[config.mk]
export PLATFORM = sky130hd
export DESIGN_NAME = wb_interconnect_n
export DESIGN_NICKNAME = d
export VERILOG_FILES = /design/src/rtl/wb_interconnect_n.sv
export SDC_FILE = /design/constraint.sdc
export NUM_CORES = 1
export LEC_CHECK = 0
export ABC_AREA = 0
export CAP_MARGIN = 20
export CORE_AREA = 2 2 130 132
export DETAILED_ROUTE_END_ITERATION = 6
export DIE_AREA = 0 0 132 134
export GPL_TIMING_DRIVEN = 0
export PLACE_DENSITY_LB_ADDON = 0.3
export SETUP_SLACK_MARGIN = 0.5
export SLEW_MARGIN = 20
export SYNTH_ARGS = -nofsm -noshare
export SYNTH_HDL_FRONTEND = slang
export SYNTH_SLANG_ARGS = --single-unit
[constraint.sdc]
create_clock -name clk_i -period 5 [get_ports clk_i]
set_input_delay 0.5 -clock clk_i [delete_from_list [all_inputs] [get_ports clk_i]]
set_output_delay 0.5 -clock clk_i [all_outputs]
set_load 0.02 [all_outputs]
[src/rtl/wb_interconnect_n.sv]
// Single-master, N-slave Wishbone interconnect with a registered request stage,
// one-hot slave select, and bus errors for unmapped targets and slave timeouts.
module wb_interconnect_n #(
  parameter int unsigned NUM_SLAVES = 5,
  parameter int unsigned TID_W      = 3,
  parameter int unsigned TID_LSB    = 12,
  parameter int unsigned SLV_AW     = 12,
  parameter int unsigned TIMEOUT    = 255
) (
  input  logic                     clk_i,
  input  logic                     rst_n,
  input  logic [31:0]              m_wb_dat_i,
  input  logic [31:0]              m_wb_adr_i,
  input  logic [3:0]               m_wb_sel_i,
  input  logic                     m_wb_we_i,
  input  logic                     m_wb_cyc_i,
  input  logic                     m_wb_stb_i,
  output logic [31:0]              m_wb_dat_o,
  output logic                     m_wb_ack_o,
  output logic                     m_wb_err_o,
  output logic [31:0]              s_wb_dat_o,
  output logic [SLV_AW-1:0]        s_wb_adr_o,
  output logic [3:0]               s_wb_sel_o,
  output logic                     s_wb_we_o,
  output logic [NUM_SLAVES-1:0]    s_wb_cyc_o,
  output logic [NUM_SLAVES-1:0]    s_wb_stb_o,
  input  logic [32*NUM_SLAVES-1:0] s_wb_dat_i,
  input  logic [NUM_SLAVES-1:0]    s_wb_ack_i,
  input  logic [NUM_SLAVES-1:0]    s_wb_err_i
);

  typedef enum logic [1:0] {IDLE, REQ, DERR, RESP} state_e;

  localparam logic [31:0] ERR_DATA = 32'hDEAD_BEEF;
  localparam logic [15:0] TO_LAST  = 16'(TIMEOUT - 1);

  state_e                  state_q;
  logic [31:0]             s_dat_q;
  logic [SLV_AW-1:0]       s_adr_q;
  logic [3:0]              s_sel_q;
  logic                    s_we_q;
  logic [NUM_SLAVES-1:0]   cyc_q;
  logic [15:0]             cnt_q;
  logic [31:0]             m_dat_q;
  logic                    m_ack_q;
  logic                    m_err_q;

  logic [TID_W-1:0]        tid;
  logic [NUM_SLAVES-1:0]   hit_d;
  logic                    sel_ack;
  logic                    sel_err;
  logic [31:0]             sel_dat;
  logic                    unused_adr;

  assign unused_adr = ^m_wb_adr_i;

  // hit_d is all-zero for an unmapped target id, which routes the request to DERR.
  always_comb begin
    tid   = m_wb_adr_i[TID_LSB +: TID_W];
    hit_d = '0;
    for (int unsigned i = 0; i < NUM_SLAVES; i++) begin
      hit_d[i] = (tid == TID_W'(i));
    end
  end

  always_comb begin
    sel_ack = |(s_wb_ack_i & cyc_q);
    sel_err = |(s_wb_err_i & cyc_q);
    sel_dat = '0;
    for (int unsigned i = 0; i < NUM_SLAVES; i++) begin
      if (cyc_q[i]) sel_dat = s_wb_dat_i[32*i +: 32];
    end
  end

  always_ff @(posedge clk_i or negedge rst_n) begin
    if (!rst_n) begin
      state_q <= IDLE;
      s_dat_q <= '0;
      s_adr_q <= '0;
      s_sel_q <= '0;
      s_we_q  <= 1'b0;
      cyc_q   <= '0;
      cnt_q   <= '0;
      m_dat_q <= '0;
      m_ack_q <= 1'b0;
      m_err_q <= 1'b0;
    end else begin
      case (state_q)
        IDLE: begin
          m_ack_q <= 1'b0;
          m_err_q <= 1'b0;
          if (m_wb_cyc_i && m_wb_stb_i) begin
            s_dat_q <= m_wb_dat_i;
            s_adr_q <= {m_wb_adr_i[SLV_AW-1:2], 2'b00};
            s_sel_q <= m_wb_sel_i;
            s_we_q  <= m_wb_we_i;
            cyc_q   <= hit_d;
            cnt_q   <= '0;
            state_q <= (|hit_d) ? REQ : DERR;
          end
        end
        REQ: begin
          if (!m_wb_cyc_i) begin
            cyc_q   <= '0;
            cnt_q   <= '0;
            state_q <= IDLE;
          end else if (sel_ack || sel_err) begin
            cyc_q   <= '0;
            m_dat_q <= sel_dat;
            m_ack_q <= sel_ack & ~sel_err;
            m_err_q <= sel_err;
            state_q <= RESP;
          end else begin
            cnt_q <= cnt_q + 16'd1;
            // Timeout reuses DERR so the error lands TIMEOUT+2 cycles after the request.
            if (cnt_q == TO_LAST) begin
              cyc_q   <= '0;
              state_q <= DERR;
            end
          end
        end
        DERR: begin
          m_dat_q <= ERR_DATA;
          m_ack_q <= 1'b0;
          m_err_q <= 1'b1;
          state_q <= RESP;
        end
        RESP: begin
          m_ack_q <= 1'b0;
          m_err_q <= 1'b0;
          cnt_q   <= '0;
          state_q <= IDLE;
        end
        default: state_q <= IDLE;
      endcase
    end
  end

  assign m_wb_dat_o = m_dat_q;
  assign m_wb_ack_o = m_ack_q;
  assign m_wb_err_o = m_err_q;
  assign s_wb_dat_o = s_dat_q;
  assign s_wb_adr_o = s_adr_q;
  assign s_wb_sel_o = s_sel_q;
  assign s_wb_we_o  = s_we_q;
  assign s_wb_cyc_o = cyc_q;
  assign s_wb_stb_o = cyc_q;

endmodule

==> After elaboration in Yosys (flattened, before gate mapping) <==
Cells that the tools add are included.
{ "word_totals": {"ff_bits": 104, "in_bits": 243, "wordCells": 75} }
{ "classes": {"addsub": 1, "eq_ne": 13, "n_mux": 29, "n_bitwise": 4, "n_reduce_logical": 18} }
{ "ops": {"columns": ["op", "n"], "rows": [
  ["2-to-1 mux 32 bit", 7],
  ["case mux 32 bit (2 select lines)", 1],
  ["2-to-1 mux 16 bit", 3],
  ["case mux 16 bit (3 select lines)", 1],
  ["2-to-1 mux 5 bit", 4],
  ["adder 16 x 1 -> 16 bit (second input constant)", 1],
  ["equality test 16 x 8 -> 1 bit (second input constant)", 1],
  ["OR reduction 5 bit", 3],
  ["bitwise AND 5 bit", 2],
  ["2-to-1 mux 2 bit", 5],
  ["case mux 5 bit (2 select lines)", 1],
  ["AND reduction 3 bit", 3],
  ["case mux 2 bit (4 select lines)", 1],
  ["equality test 3 x 2 -> 1 bit (second input constant)", 2],
  ["!= test 2 bit (second input constant)", 3],
  ["AND reduction 2 bit", 3],
  ["equality test 2 bit (second input constant)", 2],
  ["2-to-1 mux 1 bit", 4],
  ["!= test 4 bit (second input constant)", 1],
  ["nonzero test 2 bit", 2],
  ["equality test 3 x 1 -> 1 bit (second input constant)", 1],
  ["equality test 3 bit (second input constant)", 1],
  ["zero test 3 bit", 1],
  ["!= test 3 bit (second input constant)", 1],
  ["11 further kinds", 11]
]} }

==> Depth between registers and ports, before layout <==
{ "depth": {"ltp_word": 8, "ltp_mapped": 7, "depth_no_buf": 6} }

==> Least setup slack after synthesis <==
No wires, ideal clock.
{ "synth_path": {"path_kind": "register to register", "from": "register cyc_q[0] (netlist: s_wb_cyc_o[0])", "to": "register cnt_q[3]", "setup_time_ns": 0.070, "arrival_time_ns": 1.984, "t_required_ns": 4.930, "slack_ns": 2.946, "path_stages_with_launch": 7, "path_buffers": 2, "synth_period_minus_slack_ns": 2.054, "cell_sequence": "dfrtp_1 > buf_2 > a222oi_1 > nand3_1 > buf_2 > or4_1 > nand3_1"} }
{ "synth_via": {"elab_chain_len": 5, "elab_cells_between_ends": 7} }
{ "synth_lines": {"columns": ["item", "line_no", "rtl"], "rows": [
  ["start, declared", "42", "logic [NUM_SLAVES-1:0] cyc_q;"],
  ["start signal, assigned", "97", "cyc_q <= hit_d;"],
  ["bitwise AND 5 bit (on tied branches)", "67, 68", null],
  ["OR reduction 5 bit (on tied branches)", "67, 68", null],
  ["logical OR 1 bit (*)", "107", "end else if (sel_ack || sel_err) begin"],
  ["!= test 3 bit (no source line) (*)", null, null],
  ["AND reduction 3 bit (no source line) (*)", null, null],
  ["end signal, assigned", "114", "cnt_q <= cnt_q + 16'd1;"],
  ["end, declared", "43", "logic [15:0] cnt_q;"]
]} }
Mark *: on every way between the ends. The rest lies on a longest branch, timed or not.
A chain may end at the register's enable or synchronous reset.

==> Final worst setup path <==
{ "layout_path": {"from": "register cyc_q[0] (netlist: s_wb_cyc_o[0])", "to": "register cyc_q[3] (netlist: s_wb_cyc_o[3])"} }
{ "layout_via": {"elab_chain_len": 6, "elab_cells_between_ends": 10} }
{ "layout_lines": {"columns": ["item", "line_no", "rtl"], "rows": [
  ["bitwise AND 5 bit (on tied branches)", "67, 68", null],
  ["OR reduction 5 bit (on tied branches)", "67, 68", null],
  ["logical OR 1 bit (*)", "107", null],
  ["2-to-1 mux 5 bit", "107", null],
  ["2-to-1 mux 5 bit", "103", "if (!m_wb_cyc_i) begin"],
  ["case mux 5 bit (2 select lines)", "88", "case (state_q)"]
]} }
Marked as above.

==> impl_metrics.py <==
metrics = {
    "outcome": {
        "status": "finished clean",
    },
    "logic_synthesis": {
        "post_synth_and_or_nand_nor_area_fraction": 0.2805,
        "synth-xor-area-share": 0,
        "asyncSetResetFlopFracSynth": 1.000,
        "yosys_warnings": 0,
        "library_cell_occupying_the_most_area_in_the_post_synthesis_netlist": "dfrtp_1",
        "yosys-top-cells-area": "dfrtp_1 42%, nand2_1 15%, mux2i_1 5.2%",
        "yosys-mux-area-fraction": 0.05215,
        "synth.avg_cell_area_um2": 7.956,
        "post_synthesis_share_of_cell_area_spent_on_full_adders_half_adders_and_majority_gates": 0.004074,
        "synthMostInstantiatedCell": "nand2_1",
        "synth_sequential_area_ratio": 0.4237,
        "most_instantiated_cells_after_synthesis": "239 x nand2_1, 104 x dfrtp_1, 48 x clkbuf_1, 41 x inv_1, 36 x a21oi_1",
        "synth_largest_type_area_fraction": 0.4237,
        "synth_compound_gate_area_share": 0.1634,
        "yosys_most_used_dff": "dfrtp_1",
        "ys_seq_elements": 104,
        "syn-instance-count": 772,
        "synth_cell_types": 53,
        "largest_family_of_logic_cells_by_synthesized_area": "simple AND/OR/NAND/NOR gates",
        "synth_edf_count": 0,
        "mappedNetlistArea_um2": 6142,
    },
    "critical_path": {
        "cp_data_required_time_ns": 5.23,
        "path_max_fanout": 10,
        "setup.reg_to_reg.worst_slack_ns": 2.29,
        "cp-startpoint": "s_wb_cyc_o[0]",
        "worstSetupPathType": "reg -> reg",
        "cp-end-kind": "register",
        "worst_setup_path_start_kind": "register",
        "reg2reg_from": "s_wb_cyc_o[0]",
        "data_arrival_critical_path_ns": 2.94,
    },
    "die": {
        "placement_rows": 47,
        "initial_utilization": 0.3771,
        "fp.dieArea_um2": 17690,
        "num_io_pins": 336,
        "design.core.area_um2": 16290,
        "die-width_um": 132,
        "die_h_um": 134,
    },
    "clocking": {
        "cts_resized": 0,
        "cts.htree.levels": 3,
        "clkTransAtPathRegs_ns": 0.07,
        "cts-root-buf": "clkbuf_16",
        "post_cts.repair.setup_buffers": 0,
        "cts-hold-fix-buffers": 0,
        "cts_tree": "done",
        "numCtsBuffers": 9,
        "insertion_delay_ns": 0.36,
        "cts-root-to-sink-buffers": 2,
        "clock_sink_count": 104,
    },
    "route": {
        "route.vias.total": 7107,
        "routedWlPerCell_um": 18.81,
        "drt.antenna.violating_nets": 0,
        "drc": 0,
        "dr.pass1.iters": 5,
        "dr.first_iter.drc_count": 520,
        "detail_route.wirelength_um": 24900,
        "viasPerCell": 5.368,
    },
    "sta": {
        "max_clock_freq_ghz": 0.3686,
        "grt_setup_unrepaired": "false",
        "final_critical_path_setup_slack_ns": 2.287,
        "post-route-min-period_ns": 2.713,
        "post_route_clock_period_utilization": 0.5425,
        "worst_slew_margin_rel": 0.5001,
        "report.final.slew_viol_count": 0,
        "worst_hold_margin_ns": 0.06911,
        "setup_viol": 0,
        "clock_tree_skew_after_final_layout_ns": 0.008238,
        "hold_viol": 0,
        "fin_setup_tns_ns": 0,
        "worst_max_slew_pin_slew_ns": 0.7499,
    },
    "placement": {
        "dpl_worst_slack_ns": 2.088,
        "place.gp.congestion": 0.9401,
        "place.detailed.hpwl_um": 18900,
        "port_buffers": 314,
    },
    "global_routing": {
        "gr-usage-all-layers": 0.2780,
        "globalRouteOverflowTotal": 0,
        "grt_first_pass_wirelength_um": 38630,
        "grt_start_max_net_pins": 55,
        "grt_pass1_vias": 7016,
        "initial_antenna_violation_count": 0,
    },
    "finish": {
        "num_antenna_cells": 0,
        "fin_nets": 1344,
        "utilization": 0.6065,
        "drive_above_1_share": 0.03351,
        "area_delta_synth_final_pct": 60.85,
    },
    "job": {
        "max_cap_viol_count": 0,
    },
    "power": {
        "cellPowerDensity_nw_per_um2": 505.6,
        "power.static_leakage_nw": 4.175,
        "power.ir.vdd_worst_mv": 0.3429,
        "total_power_mw": 4.995,
    },
    "worst_hold_path": {
        "worstHoldPathType": "in -> async",
    },
}
placed cells by master (no fill, tap or decap), types with 4 or more instances in the layout:
master / instances
clkdlybuf4s50_1: 313
nand2_1: 239
dfrtp_1: 104
clkbuf_1: 49
inv_1: 41
a21oi_1: 36
nand3b_1: 33
o22ai_1: 33
a221oi_1: 32
mux2i_1: 32
nor2_1: 30
nand3_1: 16
nor3_1: 13
buf_4: 10
o21ai_0: 10
clkbuf_16: 9
buf_1: 8
and3_1: 7
nand4_1: 7
buf_2: 5
a31oi_1: 5
and4_1: 5
nor3b_1: 4
a32oi_1: 4
sequential cells by signal, summed over array words and instances, names as in the netlist:
register    count
m_wb_ack_o      1
s_wb_adr_o     10
cnt_q          16
m_wb_err_o      1
s_wb_cyc_o      5
m_wb_dat_o     32
state_q         2
s_wb_we_o       1
s_wb_dat_o     32
s_wb_sel_o      4
worst paths after layout:
check | to | cells past startpoint
hold reg to reg | s_wb_dat_o[9] | 2
setup / recovery | s_wb_cyc_o[3] | 7
hold / removal | m_wb_dat_o[12] | 1
max in group asynchronous | m_wb_dat_o[1] | 2
setup reg to reg | s_wb_cyc_o[3] | 7
min in group clk_i | s_wb_dat_o[9] | 2
worst max-delay path, cell delays in order (launching register included):
cell,delay [ns]
dfrtp_1,0.40
buf_2,0.21
a222oi_1,0.71
and3_1,0.24
buf_2,0.16
buf_2,0.24
nand4_1,0.21
o221ai_1,0.40
kinds of logic (layout without fill, tap and decap cells):
group	count (synthesis)	in the layout
buffers and inverters	112	443
AND/OR/NAND/NOR	375	375
adder cells (fa/ha/maj)	2	2
AO/OA/AOI/OAI	146	146
other	1	2
flip-flops	104	104
multiplexers	32	32
per-layer routing:
layer	GRT usage	share of wire	up-vias
met5	0	0	-
met1	0.3567	0.41	3372
li1	-	-	3329
met3	0.07370	0.087	60
met2	0.4421	0.46	346
met4	0.1250	0.039	0
where the power goes:
group / switching [mW] / total [mW] / internal [mW]
clock network: 0.361 / 0.713 / 0.351
logic: 1.60 / 2.86 / 1.26
registers: 0.228 / 1.42 / 1.19
total: 2.19 / 5.00 / 2.81
through the flow:
step	area [µm²]	std cells
2_1_floorplan	6146	773
3_3_place_gp	9564	1307
3_5_place_dp	9593	1308
4_1_cts	9879	1324
5_1_grt	9879	1324
6_report	9879	1324
area by class of cell:
class	count	area [µm²]
clock inverters	6	57.56
fillers	1445	6410
clock buffers	10	229.0
well taps	220	275.3
multi-input cells	557	3079
repair buffers	315	3172
plain buffers	71	310.3
inverters	41	153.9
flip-flops and latches	104	2603
(Power assumes the default switching activity.)
